[src/rtl/core_config_pkg.sv]
// Core-wide configuration shared by the memory-port arbiter and its neighbours.
// Holds the datapath width and the arbiter's state and owner encodings.
package core_config_pkg;

  localparam int XLEN = 32;

  typedef enum logic [1:0] {
    IDLE,
    BUS,
    RESP
  } mem_arb_state_t;

  typedef enum logic {
    OWN_L,
    OWN_F
  } mem_owner_t;

endpackage

[src/rtl/mem_arb_pick.sv]
// Combinational winner selection between the load/store port (L) and fetch (F).
// L has priority unless F has been starved for a full streak of L grants.
module mem_arb_pick (
  input  logic l_req,
  input  logic f_req,
  input  logic streak_full,
  output logic l_gnt,
  output logic f_gnt
);

  always_comb begin
    f_gnt = f_req && (!l_req || streak_full);
    l_gnt = l_req && !f_gnt;
  end

endmodule

[src/rtl/mem_port_arbiter.sv]
// Shares the single core memory port between the load/store ALU (L) and instruction fetch (F).
// One command at a time is latched, held on the bus for MEM_LAT cycles, and its response returned to the owner.
module mem_port_arbiter
  import core_config_pkg::*;
#(
  parameter int MEM_LAT      = 2,
  parameter int MAX_L_STREAK = 4
) (
  input  logic              clk,
  input  logic              rst_n,
  input  logic              l_req,
  input  logic [XLEN-1:0]   l_addr,
  input  logic [XLEN/8-1:0] l_byteen,
  input  logic              l_we,
  input  logic [XLEN-1:0]   l_wdata,
  output logic              l_gnt,
  output logic              l_rvalid,
  output logic [XLEN-1:0]   l_rdata,
  output logic              l_err,
  input  logic              f_req,
  input  logic [XLEN-1:0]   f_addr,
  input  logic              f_flush,
  output logic              f_gnt,
  output logic              f_rvalid,
  output logic [XLEN-1:0]   f_rdata,
  output logic              f_err,
  output logic [XLEN-1:0]   mem_addr,
  output logic [XLEN/8-1:0] mem_byteen,
  output logic              mem_we,
  output logic              mem_req,
  output logic [XLEN-1:0]   mem_wdata,
  input  logic [XLEN-1:0]   mem_rdata,
  input  logic              mem_err
);

  localparam int CNT_W    = (MEM_LAT > 1) ? $clog2(MEM_LAT) : 1;
  localparam int STREAK_W = $clog2(MAX_L_STREAK + 1);

  mem_arb_state_t      state;
  mem_owner_t          owner;
  logic [CNT_W-1:0]    cnt;
  logic [STREAK_W-1:0] streak;
  logic [XLEN-1:0]     cmd_addr;
  logic [XLEN/8-1:0]   cmd_byteen;
  logic                cmd_we;
  logic [XLEN-1:0]     cmd_wdata;
  logic [XLEN-1:0]     rsp_rdata;
  logic                rsp_err;
  logic                drop;

  logic arb_en;
  logic streak_full;
  logic in_bus;
  logic in_resp;

  assign arb_en      = (state == IDLE) || (state == RESP);
  assign streak_full = (streak == STREAK_W'(MAX_L_STREAK));
  assign in_bus      = (state == BUS);
  assign in_resp     = (state == RESP);

  mem_arb_pick u_pick (
    .l_req       (l_req && arb_en),
    .f_req       (f_req && arb_en),
    .streak_full (streak_full),
    .l_gnt       (l_gnt),
    .f_gnt       (f_gnt)
  );

  // NOTE: every register here uses <= so all updates see the pre-edge values of each other.
  always_ff @(posedge clk or negedge rst_n) begin
    if (!rst_n) begin
      state      <= IDLE;
      owner      <= OWN_L;
      cnt        <= '0;
      streak     <= '0;
      cmd_addr   <= '0;
      cmd_byteen <= '0;
      cmd_we     <= 1'b0;
      cmd_wdata  <= '0;
      rsp_rdata  <= '0;
      rsp_err    <= 1'b0;
      drop       <= 1'b0;
    end else begin
      // The streak only measures how long F has been kept waiting behind L.
      if (!f_req || f_gnt) begin
        streak <= '0;
      end else if (l_gnt && !streak_full) begin
        streak <= streak + STREAK_W'(1);
      end

      if (l_gnt) begin
        owner      <= OWN_L;
        cmd_addr   <= l_addr;
        cmd_byteen <= l_byteen;
        cmd_we     <= l_we;
        cmd_wdata  <= l_wdata;
      end else if (f_gnt) begin
        owner      <= OWN_F;
        cmd_addr   <= f_addr;
        cmd_byteen <= '1;
        cmd_we     <= 1'b0;
        cmd_wdata  <= '0;
      end

      case (state)
        IDLE, RESP: begin
          // Leaving RESP always clears the drop flag unless the new F grant is itself flushed.
          drop <= f_flush && f_gnt;
          if (l_gnt || f_gnt) begin
            state <= BUS;
            cnt   <= CNT_W'(MEM_LAT - 1);
          end else begin
            state <= IDLE;
          end
        end
        BUS: begin
          if (owner == OWN_F && f_flush) drop <= 1'b1;
          if (cnt == '0) begin
            state     <= RESP;
            rsp_rdata <= cmd_we ? '0 : mem_rdata;
            rsp_err   <= mem_err;
          end else begin
            cnt <= cnt - CNT_W'(1);
          end
        end
        default: state <= IDLE;
      endcase
    end
  end

  // A flush arriving during RESP must still kill that same cycle's F response.
  always_comb begin
    mem_req    = in_bus;
    mem_addr   = in_bus ? cmd_addr   : '0;
    mem_byteen = in_bus ? cmd_byteen : '0;
    mem_we     = in_bus && cmd_we;
    mem_wdata  = in_bus ? cmd_wdata  : '0;

    l_rvalid = in_resp && (owner == OWN_L);
    l_rdata  = l_rvalid ? rsp_rdata : '0;
    l_err    = l_rvalid && rsp_err;

    f_rvalid = in_resp && (owner == OWN_F) && !drop && !f_flush;
    f_rdata  = f_rvalid ? rsp_rdata : '0;
    f_err    = f_rvalid && rsp_err;
  end

endmodule
[config.mk]
export PLATFORM = sky130hd
export DESIGN_NAME = mem_port_arbiter
export DESIGN_NICKNAME = d
export VERILOG_FILES = /design/src/rtl/core_config_pkg.sv /design/src/rtl/mem_arb_pick.sv /design/src/rtl/mem_port_arbiter.sv
export SDC_FILE = /design/constraint.sdc
export NUM_CORES = 1
export LEC_CHECK = 0
export CORE_ASPECT_RATIO = 1.4
export CORE_MARGIN = 2
export CORE_UTILIZATION = 30
export DETAILED_ROUTE_END_ITERATION = 8
export DONT_BUFFER_PORTS = 1
export HOLD_SLACK_MARGIN = 0.12
export PLACE_DENSITY = 0.56
export SLEW_MARGIN = 20
export SYNTH_ARGS = -nofsm -noshare
export SYNTH_HDL_FRONTEND = slang
export SYNTH_HIERARCHICAL = 1
export SYNTH_SLANG_ARGS = --single-unit
[constraint.sdc]
create_clock -name clk -period 2.1 [get_ports clk]
set_input_delay 0.21 -clock clk [delete_from_list [all_inputs] [get_ports clk]]
set_output_delay 0.21 -clock clk [all_outputs]
set_load 0.05 [all_outputs]
==> results by group <==
Run status
  – Status: finished with violations
  – Failing checks: hold timing

Timing
  – Min setup slack post-route: around 0.098 ns
  – Fmax: about 500 MHz
  – Tmin final: roughly 2 ns
  – Setup_tns: 0 ns
  – Slew Viols, Final: 0
  – Worst-Margin Slew: around 0.50 ns
  – Clk_skew: between 0.009 and 0.01 ns
  – Max-slew headroom: 0.670
  – Final hold slack: -0.460 ns
  – Final worst-path cycle share: 0.953
  – Setup violators final: 0
  – Hold Fails Final Rpt: 110

Place
  – Placed cell areas: a little under 0.008 sq mm
  – Dpl cells: about 940
  – Gpl congestion: just over 0.7
  – Dpl hpwl: between 10000 and 15000 um
  – Pre-CTS setup slack: 0.105 ns
  – Port Buf Inserts: 0

Logic synthesis
  – Post-synth EDFFs: 0
  – Post-synthesis cell count: roughly 600
  – Mapped Area: between 0.005 and 0.006 sq mm
  – Register area share after synthesis: 0.471
  – Cell variety after synth: 31
  – Syn avg cell area: 9.72 sq um
  – Most frequent cell after synthesis: dfrtp_1
  – Ys Warns: 6
  – Syn_nets: 743
  – Yosys reg bits: between 100 and 150
  – Synth top area cells: dfrtp_1, and2_1, mux2_2
  – Yosys top cell area share: 0.471
  – Ys async rst share: 1.00
  – Main synth FF type: dfrtp_1
  – Yosys top cell by area: dfrtp_1
  – Top cells by count, synth: dfrtp_1, and2_1, nand2_1

Setup path
  – CP max FO: 17
  – Slowest CP cell: dfrtp_1
  – Crit path cell chain: inv_1 -> ha_4 -> and2_4 -> inv_1 -> a21boi_4 -> buf_12 -> buf_12
  – Max incr delay on CP: roughly 0.39 ns
  – Startpoint class of the critical path: register
  – Crit path kind: reg -> out
  – WP data arrival: roughly 1.8 ns
  – Worst Setup End Kind: output pin
  – WP data required: about 1.9 ns

Die
  – Initial Util: 0.306
  – Total I/O pin count: around 280
  – Die X: around 120 um
  – Row count: 60
  – Core Area: ~0.019 sq mm
  – Area of the die: 0.0206 sq mm
  – Die Ht: approximately 170 um

Global routing
  – Initial antenna violation count: 1
  – Largest net degree at the start of global routing: about 110
  – GRT Total Usage: 0.175
  – Grt ovf: 0
  – First-pass GRT wire length: roughly 29000 um
  – Vias in the first global route: ~5800

Clock tree
  – CTS tree: built
  – Hold_buf cts: roughly 120
  – H-tree Lvls: 3
  – Clock Path Buffers: 2
  – Skew-Pair Late Insertion Delay: between 0.3 and 0.4 ns
  – CTS sink count: 110
  – Number of CTS-inserted buffers: 9
  – Clock root buffer: clkbuf_16
  – Clk slew on worst S/H paths: about 0.080 ns

Min path
  – Hold Path Class: in -> async

Final layout
  – Finished Layout Cells: 1083
  – Layout cells sized above 1: 0.288
  – Design area: between 0.009 and 0.01 sq mm
  – Area grow syn2layout: 63.9%
  – Nets: a little under 1000

Detailed routing
  – DRT Pass-1 Iters: 4
  – DR WL/cell: 17.3 um
  – Total wire length: around 19000 um
  – Vias: 5240
  – Post-route DRC: 0
  – Final ANT Viol Nets: 0
  – Avg Vias per Cell: 4.84
  – First DRT Iteration DRCs: between 150 and 200

Power and ir drop
  – Final Power: about 0.013 W
  – P_leak: about 4.1 nW
  – Peak VDD IR: ~0.8 mV
  – PD cells: about 1400 mW/mm^2

Run
  – Max-Cap Viols: 0
## kinds of logic after synthesis
group           Yosys count  synth area share
simple gates            291             0.292
compound gates           77            0.0687
flops                   110             0.471
mux                      67             0.122
fa+ha+maj                 2           0.00428
buf+inv                  55            0.0432
## placed cells by master, fill, tap and decap left out, types with 2 or more instances in the layout
cell type	count
mux2i_1	33
nor2b_1	34
dlygate4sd3_1	123
clkinv_4	2
a21boi_4	2
inv_1	3
nand2_1	69
dfrtp_2	2
nor3b_4	2
a21oi_1	3
buf_4	81
o21ai_0	68
nor2_1	8
buf_12	58
nand2b_1	32
clkbuf_16	12
and2_1	102
mux2_2	33
nor3b_2	33
nand3b_1	4
dfrtp_1	108
## report_power, final
| group | internal, W | switching, W |
|---|---|---|
| combinational | 0.00346 | 0.00437 |
| sequential | 0.00309 | 0.000605 |
| clock | 0.000942 | 0.000839 |
## worst max-delay path, delay by kind of cell (launching register included)
kind                       cells  cell delay [ns]
AOI/OAI and AO/OA              1             0.24
adders and majority gates      1             0.15
buffers and inverters          4             0.49
DFF                            1             0.39
and+or+nand+nor                1             0.15
## final cells by class
type / count / area (sq um)
clock inverter: 7 / 80.1
sequential: 110 / 2760
tap: 248 / 310
inverter: 4 / 15.0
clock buffer: 9 / 225
multi-input combinational: 437 / 3080
timing repair buffer: 267 / 3110
antenna: 1 / 2.50
fill: 1642 / 9560
## flip-flops by register name, indices dropped and copies added, names as in the netlist, 2 cells and up
name        cells
cmd_addr       32
cmd_byteen      4
cmd_wdata      32
rsp_rdata      32
state           2
streak          3
## per-layer routing
layer  part of all wire  GRT usage  wire length, um  vias to the layer above
li1                   -          -                -                     2427
met1               0.35      0.178             6630                     2556
met2               0.54      0.324            10200                      212
met3              0.064     0.0427             1200                       45
met4              0.037     0.0920              685                        0
met5                  0          0                0                        -
## through the flow
step	hold WS (ns)	util
2_1_floorplan	-0.0856	-
3_3_place_gp	-0.0807	0.411
3_5_place_dp	-0.0815	0.411
4_1_cts	-0.476	0.493
5_1_grt	-0.484	0.501
6_report	-0.460	0.501
## worst paths after layout
path	endpoint	cells after the start	slack, ns	start
min in group clk	rsp_rdata[25]	2	0.14	mem_rdata[25]
max reg2reg	cmd_addr[18]	9	0.12	streak[0]
min reg2reg	cmd_wdata[31]	1	0.49	cmd_wdata[31]
min	cmd_wdata[7]	0	-0.46	rst_n
max	f_gnt	7	0.1	streak[0]
max in group asynchronous	cmd_we	0	2.43	rst_n
## what timing repair did
action,in CTS,in global routing
pin swaps,0,1
setup endpoints to repair,50,118
gates resized for setup,3,12
endpoints found under the hold margin,203,110
cloned,0,3
buffers inserted,1,3
Power figures use the tool's default switching activity.
